File: src/rtl/dac_sample_fifo.sv
// Memory-mapped 12-bit sample FIFO with a programmable rate timer feeding the SPI DAC block.
// Optional low-water interrupt (irq port, CTRL bit2 IRQ_MASK) is built when DACFIFO_IRQ_EN is defined.
module dac_sample_fifo #(
  parameter int DEPTH   = 16,
  parameter int MIN_DIV = 40,
  parameter int THRESH  = 4
) (
  input  logic        clk,
  input  logic        resetn,
  input  logic        valid,
  output logic        ready,
  input  logic [31:0] addr,
  input  logic [3:0]  wstrb,
  input  logic [31:0] wdata,
  output logic [31:0] rdata,
  output logic        sample,
  output logic [11:0] out
`ifdef DACFIFO_IRQ_EN
  ,
  output logic        irq
`endif
);

  localparam int AW = $clog2(DEPTH);
  localparam int LW = AW + 1;
  localparam logic [15:0] RST_DIV = 16'd1000;
  localparam logic [15:0] MIN_P   = 16'(MIN_DIV);
  localparam logic [15:0] RST_CNT = ((RST_DIV < MIN_P) ? MIN_P : RST_DIV) - 16'd1;

  logic [11:0]   mem [DEPTH];
  logic [AW-1:0] wptr, rptr;
  logic [LW-1:0] level;
  logic [15:0]   div, cnt;
  logic          en, underflow, overflow;
`ifdef DACFIFO_IRQ_EN
  logic          irq_mask;
`endif

  logic        acc, wr, push_req, flush, div_wr, ctrl_wr, stat_wr, clr_en;
  logic        tick, empty, full, pop, push_ok;
  logic [15:0] eff_m1;
  logic [8:0]  lvl9;
  logic [31:0] rd_val;
  logic        unused_bits;

  // One access per valid burst: the acknowledge cycle itself never executes.
  assign acc      = valid && !ready;
  assign wr       = |wstrb;
  assign push_req = acc && wr && (addr[3:2] == 2'd0);
  assign div_wr   = acc && wr && (addr[3:2] == 2'd1);
  assign ctrl_wr  = acc && wr && (addr[3:2] == 2'd2);
  assign stat_wr  = acc && wr && (addr[3:2] == 2'd3);
  assign flush    = ctrl_wr && wdata[1];
  assign clr_en   = ctrl_wr && !wdata[0];

  assign eff_m1  = ((div < MIN_P) ? MIN_P : div) - 16'd1;
  assign tick    = en && (cnt == 16'd0) && !clr_en;
  assign empty   = (level == LW'(0));
  assign full    = (level == LW'(DEPTH));
  // A flush on the tick cycle makes the tick see an empty FIFO; an empty FIFO never bypasses a push.
  assign pop     = tick && !empty && !flush;
  assign push_ok = push_req && (!full || pop);
  assign lvl9    = 9'(level);

  assign unused_bits = ^{addr[31:4], addr[1:0], wdata[31:20], wdata[17:16]};

  // Register read mux.
  always_comb begin
    rd_val = 32'd0;
    case (addr[3:2])
      2'd0: rd_val = 32'd0;
      2'd1: rd_val = {16'd0, div};
`ifdef DACFIFO_IRQ_EN
      2'd2: rd_val = {29'd0, irq_mask, 1'b0, en};
`else
      2'd2: rd_val = {31'd0, en};
`endif
      2'd3: rd_val = {12'd0, overflow, underflow, full, empty, 7'd0, lvl9};
      default: rd_val = 32'd0;
    endcase
  end

  // Sample storage; contents need no reset because level gates every read.
  always_ff @(posedge clk) begin
    if (push_ok) begin
      mem[wptr] <= wdata[11:0];
    end
  end

  // Bus, timer, FIFO pointers, flags and output registers.
  always_ff @(posedge clk or negedge resetn) begin
    if (!resetn) begin
      ready     <= 1'b0;
      rdata     <= 32'd0;
      div       <= RST_DIV;
      en        <= 1'b0;
      cnt       <= RST_CNT;
      wptr      <= AW'(0);
      rptr      <= AW'(0);
      level     <= LW'(0);
      underflow <= 1'b0;
      overflow  <= 1'b0;
      sample    <= 1'b0;
      out       <= 12'd0;
`ifdef DACFIFO_IRQ_EN
      irq_mask  <= 1'b0;
      irq       <= 1'b0;
`endif
    end else begin
      ready <= acc;
      rdata <= (acc && !wr) ? rd_val : 32'd0;

      if (div_wr) begin
        div <= wdata[15:0];
      end
      if (ctrl_wr) begin
        en <= wdata[0];
`ifdef DACFIFO_IRQ_EN
        irq_mask <= wdata[2];
`endif
      end

      // DIV changes are picked up only here, at reload.
      if (!en || (cnt == 16'd0)) begin
        cnt <= eff_m1;
      end else begin
        cnt <= cnt - 16'd1;
      end

      if (flush) begin
        wptr  <= AW'(0);
        rptr  <= AW'(0);
        level <= LW'(0);
      end else begin
        if (push_ok) begin
          wptr <= wptr + AW'(1);
        end
        if (pop) begin
          rptr <= rptr + AW'(1);
        end
        if (push_ok && !pop) begin
          level <= level + LW'(1);
        end else if (pop && !push_ok) begin
          level <= level - LW'(1);
        end
      end

      sample <= pop;
      if (pop) begin
        out <= mem[rptr];
      end

      if (tick && (empty || flush)) begin
        underflow <= 1'b1;
      end else if (stat_wr && wdata[18]) begin
        underflow <= 1'b0;
      end
      if (push_req && full && !pop) begin
        overflow <= 1'b1;
      end else if (stat_wr && wdata[19]) begin
        overflow <= 1'b0;
      end

`ifdef DACFIFO_IRQ_EN
      irq <= en && !irq_mask && ((32'(level) <= 32'(THRESH)) || underflow);
`endif
    end
  end

endmodule

File: config.mk
export PLATFORM = sky130hd
export DESIGN_NAME = dac_sample_fifo
export DESIGN_NICKNAME = d
export VERILOG_FILES = /design/src/rtl/dac_sample_fifo.sv
export SDC_FILE = /design/constraint.sdc
export NUM_CORES = 1
export LEC_CHECK = 0
export ABC_CLOCK_PERIOD_IN_PS = 3400
export CORE_AREA = 8 8 179 181
export DETAILED_ROUTE_END_ITERATION = 8
export DIE_AREA = 0 0 187 189
export GPL_TIMING_DRIVEN = 0
export PLACE_DENSITY_LB_ADDON = 0.3
export SETUP_SLACK_MARGIN = 0.3
export SLEW_MARGIN = 10
export SYNTH_ARGS = -nofsm -noshare
export SYNTH_HDL_FRONTEND = slang
export SYNTH_SLANG_ARGS = --single-unit
File: constraint.sdc
create_clock -name clk -period 3.4 [get_ports clk]
set_input_delay 0.68 -clock clk [delete_from_list [all_inputs] [get_ports clk]]
set_output_delay 0.68 -clock clk [all_outputs]
set_load 0.01 [all_outputs]
==> results.sh, run 1 <==
export IMPL_outcome="finished clean"
export IMPL_synth_edff_count=192
export IMPL_initial_utilization=0.391
export IMPL_synthDistinctLibCells=67
export IMPL_yosys_area_top_type_share=0.504
export IMPL_port_buffer_count=59
export IMPL_synth_most_common_cell="edfxtp_1"
export IMPL_dp_slack_ns=-0.335
export IMPL_synth_top_family_by_area="multiplexers"
export IMPL_worst_slew_pin_slew_ns=1.19
export IMPL_grt_pass1_vias=6584
export IMPL_p_leak_nw=4.75
export IMPL_hold_path_class="in -> async"
export IMPL_synth_ff_latch_count=274
export IMPL_grt_max_degree=65
export IMPL_fin_skew_ns=0.0251
export IMPL_p_switching_mw=2.18
export IMPL_worstSetupPathType="reg -> reg"
export IMPL_ys_seq_area_frac=0.685
export IMPL_critPathRequiredTime_ns=3.55
export IMPL_fin_ws_ns=0.481
export IMPL_hpwlAfterDp_mm=17.0
export IMPL_final_min_clock_period_ns=2.92
export IMPL_wire_per_inst_microns=21.8
export IMPL_die_width_microns=187
export IMPL_io_pins=117
export IMPL_cp_arrival_ns=3.07
export IMPL_drc=0
export IMPL_synth_compound_area_frac=0.0439
export IMPL_start_kind="flip-flop"
export IMPL_drv_cap=0
export IMPL_path_max_fanout=12
export IMPL_cts_buffer_depth=3
export IMPL_cts_root_buf="clkbuf_16"
export IMPL_syn_inst=657
export IMPL_coreArea_sq_um=29200
export IMPL_synthSimpleGateAreaFrac=0.0677
export IMPL_clk_pin_slew_ns=0.06
export IMPL_track_usage=0.145
export IMPL_fp_dieH_microns=189
export IMPL_synth_area_leaders="edfxtp_1, dfrtp_1, mux4_2"
export IMPL_cts_buffers=28
export IMPL_p_seq_frac=0.500
export IMPL_area_growth_syn_to_layout_pct=19.6
export IMPL_slew_limit_headroom=0.198
export IMPL_swShare=0.262
export IMPL_wirelength_mm=25.8
export IMPL_synthArstFlopShare=0.299
export IMPL_grt_overflow=0
export IMPL_yosysTopAreaCell="edfxtp_1"
export IMPL_clkSinkCount=274
export IMPL_drt_first_iter_violations=362
export IMPL_setup_viol=0
export IMPL_pwr_density_cell_nw_per_um2=608
export IMPL_vias_per_cell=5.29
export IMPL_rsz0062_at_grt="no"
export IMPL_dp_cells=1126
export IMPL_ys_warn_count=0
export IMPL_avgSynthCellArea_sq_um=17.4
export IMPL_cts_tree="built"
export IMPL_synth_cell_area_sq_um=11400
export IMPL_synth_xor_area_frac=0.0146
export IMPL_diodes=0
export IMPL_first_pass_iters=5
export IMPL_clk_latency_ns=0.54
export IMPL_max_freq_ghz=0.343
export IMPL_drv_slew=0
export IMPL_final_layout_size_suffix_gt1_frac=0.275
export IMPL_ir_drop_v=0.000393
export IMPL_nets=853
export IMPL_final_hold_viol_count=0
export IMPL_synthAdderAreaFrac=0.0127
export IMPL_finalNonFillerCells=1183
export IMPL_h_tree_depth=1
export IMPL_drtAntennaViolNets=0
export IMPL_antenna_found_initial=0
export IMPL_synth_mux_area_frac=0.153
export IMPL_synth_common_cells="edfxtp_1, dfrtp_1, mux4_2, nor2_1, mux2_2"
export IMPL_ys_flop_type="edfxtp_1"
export IMPL_nFillCells=2477
export IMPL_num_vias=6259
export IMPL_power_frac_clock=0.354
export IMPL_rows=63
export IMPL_die_area_sq_um=35300
export IMPL_cp_end_kind="flip-flop"
export IMPL_power_internal_mw=6.13
export IMPL_gp_congestion=0.854
export IMPL_fin_crit_sh=0.859
export IMPL_grt_first_pass_wirelength_mm=39.8
export IMPL_comb_power_share=0.146
==> critical path, stage by stage (launching register included) <==
cell and delay, ns:
dfrtp_1 0.45, nor4_4 0.37, nand4_2 0.31, nor2_2 0.31, o2111ai_1 0.31, nor2_2 0.79
==> sequential cells by signal, summed over array words and instances, names as in the netlist <==
name and cells:
sample 1, underflow 1, en 1, wptr 4
rptr 4, level 5, overflow 1, cnt 16
mem 192, ready 1, out 12, div 16
rdata 20
==> power by group through the flow <==
stage	Combinational (mW)	Clock (mW)	Sequential (mW)
after CTS	1.21	3.01	4.15
final	1.22	2.94	4.15
after global routing	1.36	3.13	4.19
after detailed placement	1.17	0	4.20
after floorplan	0.861	0	4.10
after global placement	1.13	0	4.19
==> path summary, 6_finish.rpt <==
check	from	to	slack [ns]	cells after the start
worst min-delay path	resetn	out[5]	0.04	1
min in group clk	underflow	rdata[18]	0.49	1
worst max register to register	cnt[13]	mem[15][0]	0.48	5
max in group asynchronous	resetn	cnt[7]	2.65	2
worst min register to register	underflow	rdata[18]	0.49	1
worst max-delay path	cnt[13]	mem[15][0]	0.48	5
==> cell families after synthesis <==
kind of cell / after synthesis
buffers and inverters: 52
other: 1
and+or+nand+nor: 137
DFF: 274
adders and majority gates: 11
AOI/OAI and AO/OA: 67
muxes: 96
xor gates and xnor gates: 19
==> stage by stage <==
| step | utilization | cell area, sq um | setup TNS (ns) | power, mW | hold WS (ns) |
|---|---|---|---|---|---|
| floorplan | - | 11500 | 0 | 4.96 | 0.384 |
| global route | 0.468 | 13700 | 0 | 8.68 | 0.0474 |
| global placement | 0.429 | 12600 | -246.13 | 5.33 | 0.485 |
| detailed placement | 0.433 | 12700 | -28.33 | 5.37 | 0.469 |
| finish | 0.468 | 13700 | 0 | 8.32 | 0.0440 |
| CTS | 0.466 | 13600 | 0 | 8.37 | 0.0374 |
==> area by class of cell <==
cell class / instances / area, sq um / area share
Tap cell: 390 / 488 / 0.0357
Inverter: 13 / 48.8 / 0.00357
Multi-Input combinational cell: 342 / 3500 / 0.256
Buffer: 39 / 209 / 0.0153
Timing Repair Buffer: 73 / 706 / 0.0516
Clock inverter: 15 / 135 / 0.00988
Sequential cell: 274 / 7840 / 0.573
Clock buffer: 37 / 754 / 0.0552
==> metal layers <==
layer  vias up  share of wire  global-route usage
li1       2804              -                   -
met1      3243           0.45               0.196
met2       167           0.48               0.240
met3        45          0.046              0.0241
met4         0          0.025              0.0394
met5         -              0                   0
==> repair_timing <==
item,in CTS,in global routing
buffers inserted,4,1
pin swaps,3,2
gates resized for setup,10,12
hold buffers,0,0
setup endpoints to repair,77,115
cloned,0,0
==> cell usage in the layout, fill, tap and decap left out, types with 8 or more instances in the layout <==
cell type / n
inv_1: 13
conb_1: 12
xnor2_1: 12
a21oi_1: 10
nor4_1: 8
dfrtp_1: 68
clkdlybuf4s50_1: 58
buf_4: 25
buf_2: 11
clkbuf_1: 21
o21ai_0: 9
nand2_1: 25
clkbuf_16: 28
and2_1: 15
ha_1: 9
mux2_2: 29
mux4_2: 60
nor2_1: 31
nor3_1: 12
edfxtp_1: 192
dfstp_2: 14
Power figures use the tool's default switching activity.
==> run 2: changes to the inputs <==
Settings changed: SETUP_SLACK_MARGIN 0.3 to not set, SKIP_CTS_REPAIR_TIMING set to 1, TNS_END_PERCENT set to 30.
==> run 2 against run 1 <==
Effect of this change:
- worst setup slack worse by 0.23 ns
- combinational power barely moved
- global-route usage up 0.20 points
- count of clock-buffer cells in the layout did not move
- register-to-register slack got worse by 0.23 ns
- via count is 1.1% lower
- largest power group unchanged
- highest routed layer unchanged
==> results.sh, run 2 (synthesized netlist as in run 1, its figures left out) <==
export IMPL_outcome="finished clean"
export IMPL_start_kind="flip-flop"
export IMPL_grt_pass1_vias=6369
export IMPL_cp_top_family="compound AO/OA/AOI/OAI gates"
export IMPL_final_hold_viol_count=0
export IMPL_reg2reg_to="cnt[10]"
export IMPL_drc=0
export IMPL_drv_cap=0
export IMPL_nets=850
export IMPL_wirelength_mm=26.1
export IMPL_pwr_density_cell_nw_per_um2=618
export IMPL_r2r_start="cnt[11]"
export IMPL_dp_cells=1126
export IMPL_final_area_sq_um=13700
export IMPL_final_min_clock_period_ns=3.15
export IMPL_setup_viol=0
export IMPL_finalNonFillerCells=1180
export IMPL_rsz0062_at_grt="no"
export IMPL_drv_slew=0
export IMPL_vias_per_cell=5.24
export IMPL_clkSinkCount=274
export IMPL_fin_crit_sh=0.927
export IMPL_rr_worst_depth=10
export IMPL_die_width_microns=187
export IMPL_crit_chain="nor4_4 -> a41oi_4 -> clkbuf_2 -> clkbuf_2 -> a22oi_1 -> ha_1 -> and2_1 -> nand2_1 -> o311ai_0 -> o211ai_1"
export IMPL_port_buffer_count=59
export IMPL_h_tree_depth=1
export IMPL_cp_arrival_ns=3.55
export IMPL_io_pins=117
export IMPL_worstSetupPathType="reg -> reg"
export IMPL_num_vias=6189
export IMPL_clk_latency_ns=0.54
export IMPL_final_common_cell="edfxtp_1"
export IMPL_antenna_found_initial=1
export IMPL_grt_overflow=0
export IMPL_worst_path_buf_inv=2
export IMPL_ir_drop_v=0.000377
export IMPL_hpwlAfterDp_mm=17.1
export IMPL_drtAntennaViolNets=0
export IMPL_gp_congestion=0.862
export IMPL_regToRegSetupSlack_ns=0.25
export IMPL_nFillCells=2519
export IMPL_cts_buffer_depth=3
export IMPL_grt_max_degree=65
export IMPL_place_area_sq_um=12700
export IMPL_fp_dieH_microns=189
export IMPL_max_stage_delay_ns=0.45
export IMPL_diodes=0
export IMPL_first_pass_iters=5
export IMPL_largest_register="mem"
export IMPL_worst_path_max_delay_cell="nor4_4"
export IMPL_rows=63
export IMPL_worst_slew_pin_slew_ns=1.17
export IMPL_slew_limit_headroom=0.216
export IMPL_area_growth_syn_to_layout_pct=19.7
export IMPL_largest_reg_flops=192
export IMPL_initial_utilization=0.391
export IMPL_path_max_fanout=10
export IMPL_final_cell_mix="edfxtp_1, dfrtp_1, mux4_2"
export IMPL_top_regs="mem (192), rdata (20)"
export IMPL_p_leak_nw=4.77
export IMPL_final_util=0.468
export IMPL_hold_path_class="in -> async"
export IMPL_final_layout_size_suffix_gt1_frac=0.268
export IMPL_regArea_sq_um=7840
export IMPL_track_usage=0.147
export IMPL_multi_input_area_sq_um=3470
export IMPL_coreArea_sq_um=29200
export IMPL_crit_top_cell="clkbuf_2"
export IMPL_cts_buffers=28
export IMPL_cts_root_buf="clkbuf_16"
export IMPL_die_area_sq_um=35300
export IMPL_fin_skew_ns=0.0204
export IMPL_wire_per_inst_microns=22.1
export IMPL_cp_end_kind="flip-flop"
export IMPL_critPathRequiredTime_ns=3.80
export IMPL_cts_tree="built"
export IMPL_grt_first_pass_wirelength_mm=40.2
export IMPL_drt_first_iter_violations=509
export IMPL_clk_pin_slew_ns=0.06
export IMPL_max_freq_ghz=0.317
==> run 2: how the worst max path moves through the flow <==
stage                        from        end  slack (ns)  cells after the start
after floorplan           addr[3]  mem[0][0]       -0.05                      4
after global placement    addr[2]  mem[1][8]       -2.37                      4
after detailed placement    valid  mem[4][6]       -0.67                      6
after CTS                  cnt[1]    cnt[12]       -0.25                     10
after global routing      cnt[11]     cnt[6]       0.001                     11
final                     cnt[11]    cnt[10]        0.25                     10
==> run 2: layout make-up <==
class                   instances  share of cell area
plain buffers                  39              0.0151
well taps                     390              0.0357
flip-flops and latches        274               0.573
inverters                      13             0.00357
clock buffers                  37              0.0566
repair buffers                 70              0.0505
clock inverters                15              0.0124
multi-input cells             342               0.254
==> run 2: power by group <==
group	internal (mW)	switching (mW)
Clock	1.84	1.27
Sequential	3.84	0.300
Combinational	0.559	0.640
==> run 2: stage by stage <==
step	hold slack, ns	setup WS (ns)	TNS [ns]	total power [mW]
after CTS	0.0406	-0.247	-3.82	8.48
after global placement	0.483	-2.37	-315.97	5.32
final	0.0472	0.248	0	8.45
after detailed placement	0.466	-0.669	-93.06	5.37
after floorplan	0.384	-0.0548	-2.63	4.96
after global routing	0.0409	0.00121	0	8.80
==> run 2: worst register-to-register path, cell delays in order (launching register included) <==
cell      delay, ns
dfrtp_1        0.43
nor4_4         0.46
a41oi_4        0.25
clkbuf_2       0.28
clkbuf_2       0.27
a22oi_1        0.28
ha_1           0.29
and2_1         0.20
nand2_1        0.07
o311ai_0       0.35
o211ai_1       0.14
==> run 2: per-layer routing <==
layer	part of all wire	track usage	vias up
met4	0.019	0.0348	0
met3	0.057	0.0248	29
met1	0.43	0.200	3209
li1	-	-	2806
met5	0	0	-
met2	0.49	0.244	145
